`config.mk`:
```
export PLATFORM = sky130hd
export DESIGN_NAME = alu16_seq
export DESIGN_NICKNAME = d
export VERILOG_FILES = /design/src/rtl/alu16_seq.sv
export SDC_FILE = /design/constraint.sdc
export NUM_CORES = 1
export LEC_CHECK = 0
export CAP_MARGIN = 20
export CORE_MARGIN = 10
export CORE_UTILIZATION = 49
export DETAILED_ROUTE_END_ITERATION = 10
export HOLD_SLACK_MARGIN = 0.02
export PLACE_DENSITY_LB_ADDON = 0.08
export SETUP_SLACK_MARGIN = 0.4
export SLEW_MARGIN = 15
export SYNTH_ARGS = -nofsm -noshare
export SYNTH_HDL_FRONTEND = slang
export SYNTH_SLANG_ARGS = --single-unit
export TNS_END_PERCENT = 1
```
`constraint.sdc`:
```
create_clock -name clk -period 2.95 [get_ports clk]
set_clock_uncertainty 0.1 [all_clocks]
set_input_delay 0.59 -clock clk [delete_from_list [all_inputs] [get_ports clk]]
set_output_delay 0.59 -clock clk [all_outputs]
set_load 0.03 [all_outputs]
```
`src/rtl/alu16_seq.sv`:
```
// Sequencer that runs 16-bit ADD HL,rr / ADD SP,e8 / SUB16 through an external
// 8-bit ALU as a low-byte pass then a high-byte pass, and collects SM83 flags.
module alu16_seq (
  input  logic        clk,
  input  logic        nreset,
  input  logic        start,
  input  logic [1:0]  op,
  input  logic [15:0] opa,
  input  logic [15:0] opb,
  output logic [7:0]  alu_a,
  output logic [7:0]  alu_b,
  output logic        alu_cin,
  output logic        alu_sub,
  input  logic [7:0]  alu_res,
  input  logic        alu_cout,
  input  logic        alu_hout,
  output logic        busy,
  output logic        done,
  output logic [15:0] result,
  output logic        f_z,
  output logic        f_n,
  output logic        f_h,
  output logic        f_c,
  output logic [3:0]  f_wr
);

  localparam logic [1:0] OP_ADD16 = 2'b00;
  localparam logic [1:0] OP_ADDSP = 2'b01;
  localparam logic [1:0] OP_SUB16 = 2'b10;

  typedef enum logic [1:0] {
    S_IDLE,
    S_LO,
    S_HI,
    S_DONE
  } state_t;

  state_t      state, state_nxt;
  logic [1:0]  op_p0;
  logic [15:0] opa_p0;
  logic [15:0] opb_p0;
  logic        carry_lo_p1;
  logic        h_lo_p1;

  // The reserved encoding behaves exactly like ADD16, so fold it at latch time.
  function automatic logic [1:0] norm_op(input logic [1:0] o);
    return (o == 2'b11) ? OP_ADD16 : o;
  endfunction

  function automatic logic [7:0] sext_hi(input logic signed [7:0] e8);
    logic signed [15:0] wide;
    wide = 16'(e8);
    return wide[15:8];
  endfunction

  always_ff @(posedge clk or negedge nreset) begin
    if (!nreset) state <= S_IDLE;
    else         state <= state_nxt;
  end

  assign busy = (state != S_IDLE);

  always_comb begin
    state_nxt = state;
    alu_a     = 8'h00;
    alu_b     = 8'h00;
    alu_cin   = 1'b0;
    alu_sub   = 1'b0;
    done      = 1'b0;
    f_wr      = 4'b0000;
    case (state)
      S_IDLE: begin
        if (start) state_nxt = S_LO;
      end
      S_LO: begin
        alu_a     = opa_p0[7:0];
        alu_b     = opb_p0[7:0];
        alu_sub   = (op_p0 == OP_SUB16);
        state_nxt = S_HI;
      end
      S_HI: begin
        alu_a     = opa_p0[15:8];
        alu_b     = (op_p0 == OP_ADDSP) ? sext_hi(opb_p0[7:0]) : opb_p0[15:8];
        alu_cin   = carry_lo_p1;
        alu_sub   = (op_p0 == OP_SUB16);
        state_nxt = S_DONE;
      end
      S_DONE: begin
        done      = 1'b1;
        f_wr      = (op_p0 == OP_ADD16) ? 4'b0111 : 4'b1111;
        state_nxt = S_IDLE;
      end
      default: state_nxt = S_IDLE;
    endcase
  end

  // ---- p0: operand capture / p1: low-byte pass / p2: high-byte pass + flags ----
  always_ff @(posedge clk or negedge nreset) begin
    if (!nreset) begin
      op_p0       <= 2'b00;
      opa_p0      <= 16'h0000;
      opb_p0      <= 16'h0000;
      result      <= 16'h0000;
      carry_lo_p1 <= 1'b0;
      h_lo_p1     <= 1'b0;
      f_z         <= 1'b0;
      f_n         <= 1'b0;
      f_h         <= 1'b0;
      f_c         <= 1'b0;
    end else begin
      case (state)
        S_IDLE: begin
          if (start) begin
            op_p0  <= norm_op(op);
            opa_p0 <= opa;
            opb_p0 <= opb;
          end
        end
        S_LO: begin
          result[7:0] <= alu_res;
          carry_lo_p1 <= alu_cout;
          h_lo_p1     <= alu_hout;
        end
        S_HI: begin
          result[15:8] <= alu_res;
          case (op_p0)
            // SP+e8 reports the byte-level carries from the low pass.
            OP_ADDSP: begin
              f_z <= 1'b0;
              f_n <= 1'b0;
              f_h <= h_lo_p1;
              f_c <= carry_lo_p1;
            end
            OP_SUB16: begin
              f_z <= ({alu_res, result[7:0]} == 16'h0000);
              f_n <= 1'b1;
              f_h <= alu_hout;
              f_c <= alu_cout;
            end
            default: begin
              f_z <= 1'b0;
              f_n <= 1'b0;
              f_h <= alu_hout;
              f_c <= alu_cout;
            end
          endcase
        end
        default: ;
      endcase
    end
  end

endmodule

```
==> out/qor.csv <==
stage,metric,value,unit
run_status,status,completed,
place,portBuffers,90,
routing,top_layer,met4,
worst_setup_path,crit_path_start,state[1]$_DFFE_PN0P_,
yosys,syn_area,2670,um^2
floorplan,die_w,93.9,um
floorplan,die_h,93.9,um
worst_setup_path,crit_fanout,5,
routing,dr_wl_met3,653,um
clocking,cts_setup_buffers,0,
clocking,root_buffer,clkbuf_8,
pwr,leakagePower,1.65,nW
flow_run,maxCapViolCount,0,
cells_and_area,drive_above_1_share,31.5,%
yosys,syn_inst,207,
timing,setup_viol,0,
clocking,clock-sinks,58,
global_route,grt_pass1_wl,11100,um
global_route,grt_usage,15.8,%
pwr,power_density,1270,nW/um^2
timing,worst_slew_pin_slew,0.809,ns
yosys,synth_edf_count,0,
timing,postLayoutSetupSlackWorst,0.385,ns
worst_setup_path,rr_startpoint,state[1]$_DFFE_PN0P_,
timing,fin_crit,2.56,ns
worst_setup_path,r2r_cells,4,
pwr,p_clk_share,16.7,%
pwr,combPwrFrac,53.7,%
worst_setup_path,crit_path_top_delay_cell,clkdlybuf4s50_1,
yosys,ys_seq_area_share,54.3,%
pwr,switching_share,39.9,%
global_route,antenna_found_initial,0,
worst_setup_path,cp-end-kind,output pin,
routing,final_antenna_net_count,0,
routing,vias,1956,
pwr,switchingPower,1.92,mW
place,dp_hpwl,5060,um
yosys,synth.distinct_cells,29,
floorplan,initial_utilization,51.3,%
worst_setup_path,path_cells,ha_1 -> o21a_1 -> clkdlybuf4s50_1,
global_route,grt_max_degree,37,
clocking,clockBufferDepth,2,
timing,relSlewSlack,45.9,%
routing,drt-initial-drc-count,29,
global_route,grt_pass1_vias,2204,
clocking,cts_max_level,3,
routing,detail_route.wirelength,6780,um
floorplan,rows,26,
timing,maxSlewViolCount,0,
pwr,total_power,4.82,mW
floorplan,coreArea,5200,um^2
routing,wl_per_cell,18.1,um
pwr,seq_power_share,29.6,%
place,globalplace.congestion,0.753,
routing,avgViaCountPerCell,5.22,
cells_and_area,diodes,0,
worst_setup_path,cp-start-kind,flip-flop,
global_route,grt_overflow,0,
clocking,cts_tree,yes,
yosys,ys_seq_elements,58,
pwr,vdd_drop_max,0.698,mV
yosys,syn_area_per_cell,12.9,um^2
cells_and_area,finalNonFillerCells,375,
timing,rsz0062_at_grt,true,
timing,fin_crit_sh,86.9,%
yosys,yosys_warnings,0,
yosys,syn_nets,260,
yosys,synth-async-reset-ratio,100,%
timing,tns,0,ns
routing,wl_met1,2760,um
yosys,synth-main-ff-cell,dfrtp_1,
min_path,hold_path.class,input pin to async pin,
worst_setup_path,slowest_delay,0.69,ns
floorplan,io_pins,91,
clocking,clk_latency,0.33,ns
routing,drc,0,
place,dp.cells,359,
floorplan,die_area,8810,um^2
pwr,p_int,2.90,mW
routing,drt_pass1_iterations,4,
place,pre_cts_slack,0.617,ns
worst_setup_path,cp_data_required_time,2.26,ns
worst_setup_path,cp.arrival,1.87,ns
cells_and_area,fill_cells,402,
cells_and_area,final_nets,353,
clocking,cts_made_buffers,9,
cells_and_area,synthToLayoutAreaGrowth,42.5,%
worst_setup_path,crit_type,flip-flop to output pin,
routing,wl_met2,3250,um
timing,hold_viol_final,0,
clocking,clk_pin_slew_worst_paths,0.07,ns
timing,fmax,390,MHz
[area by class of cell]
class                   instances  area [um^2]  share of cell area (%)
multi-input cells             129         1120                    29.4
clock inverters                 7         93.8                    2.46
repair buffers                 97          913                    24.0
clock buffers                   9          124                    3.25
inverters                       5         18.8                   0.493
well taps                      70         87.6                    2.30
flip-flops and latches         58         1450                    38.1
[metrics by stage]
stage          instance area [um^2]  hold WS [ns]  utilization, %
4_1_cts                        3800         0.112            73.0
2_1_floorplan                  2670         0.194               -
6_report                       3810         0.110            73.1
5_1_grt                        3810         0.124            73.1
3_3_place_gp                   3580         0.388            68.8
3_5_place_dp                   3580         0.393            68.8
[path summary, 6_finish.rpt]
path,endpoint,slack (ns)
setup / recovery,f_wr[3],0.39
hold / removal,result[1]$_DFFE_PN0N_,0.11
min in group clk,opa_p0[4]$_DFFE_PN0P_,0.41
max in group asynchronous,opa_p0[2]$_DFFE_PN0P_,1.98
setup reg to reg,opb_p0[10]$_DFFE_PN0P_,0.95
hold reg to reg,opa_p0[4]$_DFFE_PN0P_,0.41
[power by group through the flow]
| stage | Clock, mW | Combinational (mW) | Sequential, mW |
|---|---|---|---|
| after floorplan | 0 | 1.48 | 1.64 |
| after global placement | 0 | 2.56 | 1.42 |
| after detailed placement | 0 | 2.62 | 1.44 |
| after CTS | 0.820 | 2.62 | 1.42 |
| after global routing | 0.857 | 2.77 | 1.48 |
| final | 0.804 | 2.59 | 1.43 |
[flip-flops by register name, summed over array words and instances, names as in the netlist]
| register | cells |
|---|---|
| state | 2 |
| f_h | 1 |
| f_n | 1 |
| opa_p0 | 16 |
| h_lo_p1 | 1 |
| carry_lo_p1 | 1 |
| f_z | 1 |
| opb_p0 | 16 |
| f_c | 1 |
| result | 16 |
| op_p0 | 2 |
[metal layers]
metal,GRT usage (%),up-vias
li1,-,911
met1,17.1,964
met2,26.3,70
met3,7.43,11
met4,6.08,0
met5,0,-
[cell usage after synthesis (2+ instances only)]
cell | instances | area (um^2)
dfrtp_1 | 58 | 1450
mux2_2 | 52 | 586
nor2b_1 | 16 | 100
a21oi_1 | 9 | 45.0
a22oi_1 | 8 | 60.1
buf_2 | 8 | 40.0
a2bb2oi_1 | 6 | 52.6
ha_1 | 6 | 75.1
inv_1 | 5 | 18.8
nor2_1 | 5 | 18.8
buf_4 | 4 | 30.0
nand2b_1 | 3 | 18.8
nand3_1 | 3 | 15.0
o21ai_0 | 3 | 15.0
and2_1 | 2 | 12.5
clkbuf_1 | 2 | 7.51
mux2i_1 | 2 | 20.0
nand2_1 | 2 | 7.51
nor3_1 | 2 | 10.0
nor4_1 | 2 | 12.5
[cells in the final DEF (no fill, tap or decap), drive strengths merged]
cell / n
a21oi: 9
mux2: 52
nor4: 2
inv: 5
o22ai: 1
clkdlybuf4s50: 71
o21a: 1
clkbuf: 9
clkinvlp: 2
dlygate4sd2: 1
nand2b: 3
and2: 2
nor2: 5
ha: 6
a22oi: 9
clkinv: 3
and3b: 1
bufinv: 2
nand2: 3
a2bb2oi: 6
nor2b: 16
nand3: 3
nor3: 2
dlymetal6s2s: 1
nor4b: 1
a21boi: 1
dfrtp: 58
mux2i: 2
o21ai: 3
a21o: 1
buf: 24
[kinds of logic after synthesis]
kind of cell    synth area share (%)
flops                           54.3
mux                             22.7
simple gates                    8.19
compound gates                  8.01
buf+inv                         4.03
fa+ha+maj                       2.81
[repair_timing]
| item | in CTS | in global routing |
|---|---|---|
| gates resized for setup | 2 | 4 |
| hold buffers | 0 | 0 |
| endpoints found under the setup margin | 8 | 15 |
[worst max-delay path: cells and delay by family, from the launching register on]
family | cells | cell delay, ns
flops | 1 | 0.41
buf+inv | 1 | 0.69
compound gates | 1 | 0.15
fa+ha+maj | 1 | 0.28
(Power assumes the default switching activity.)
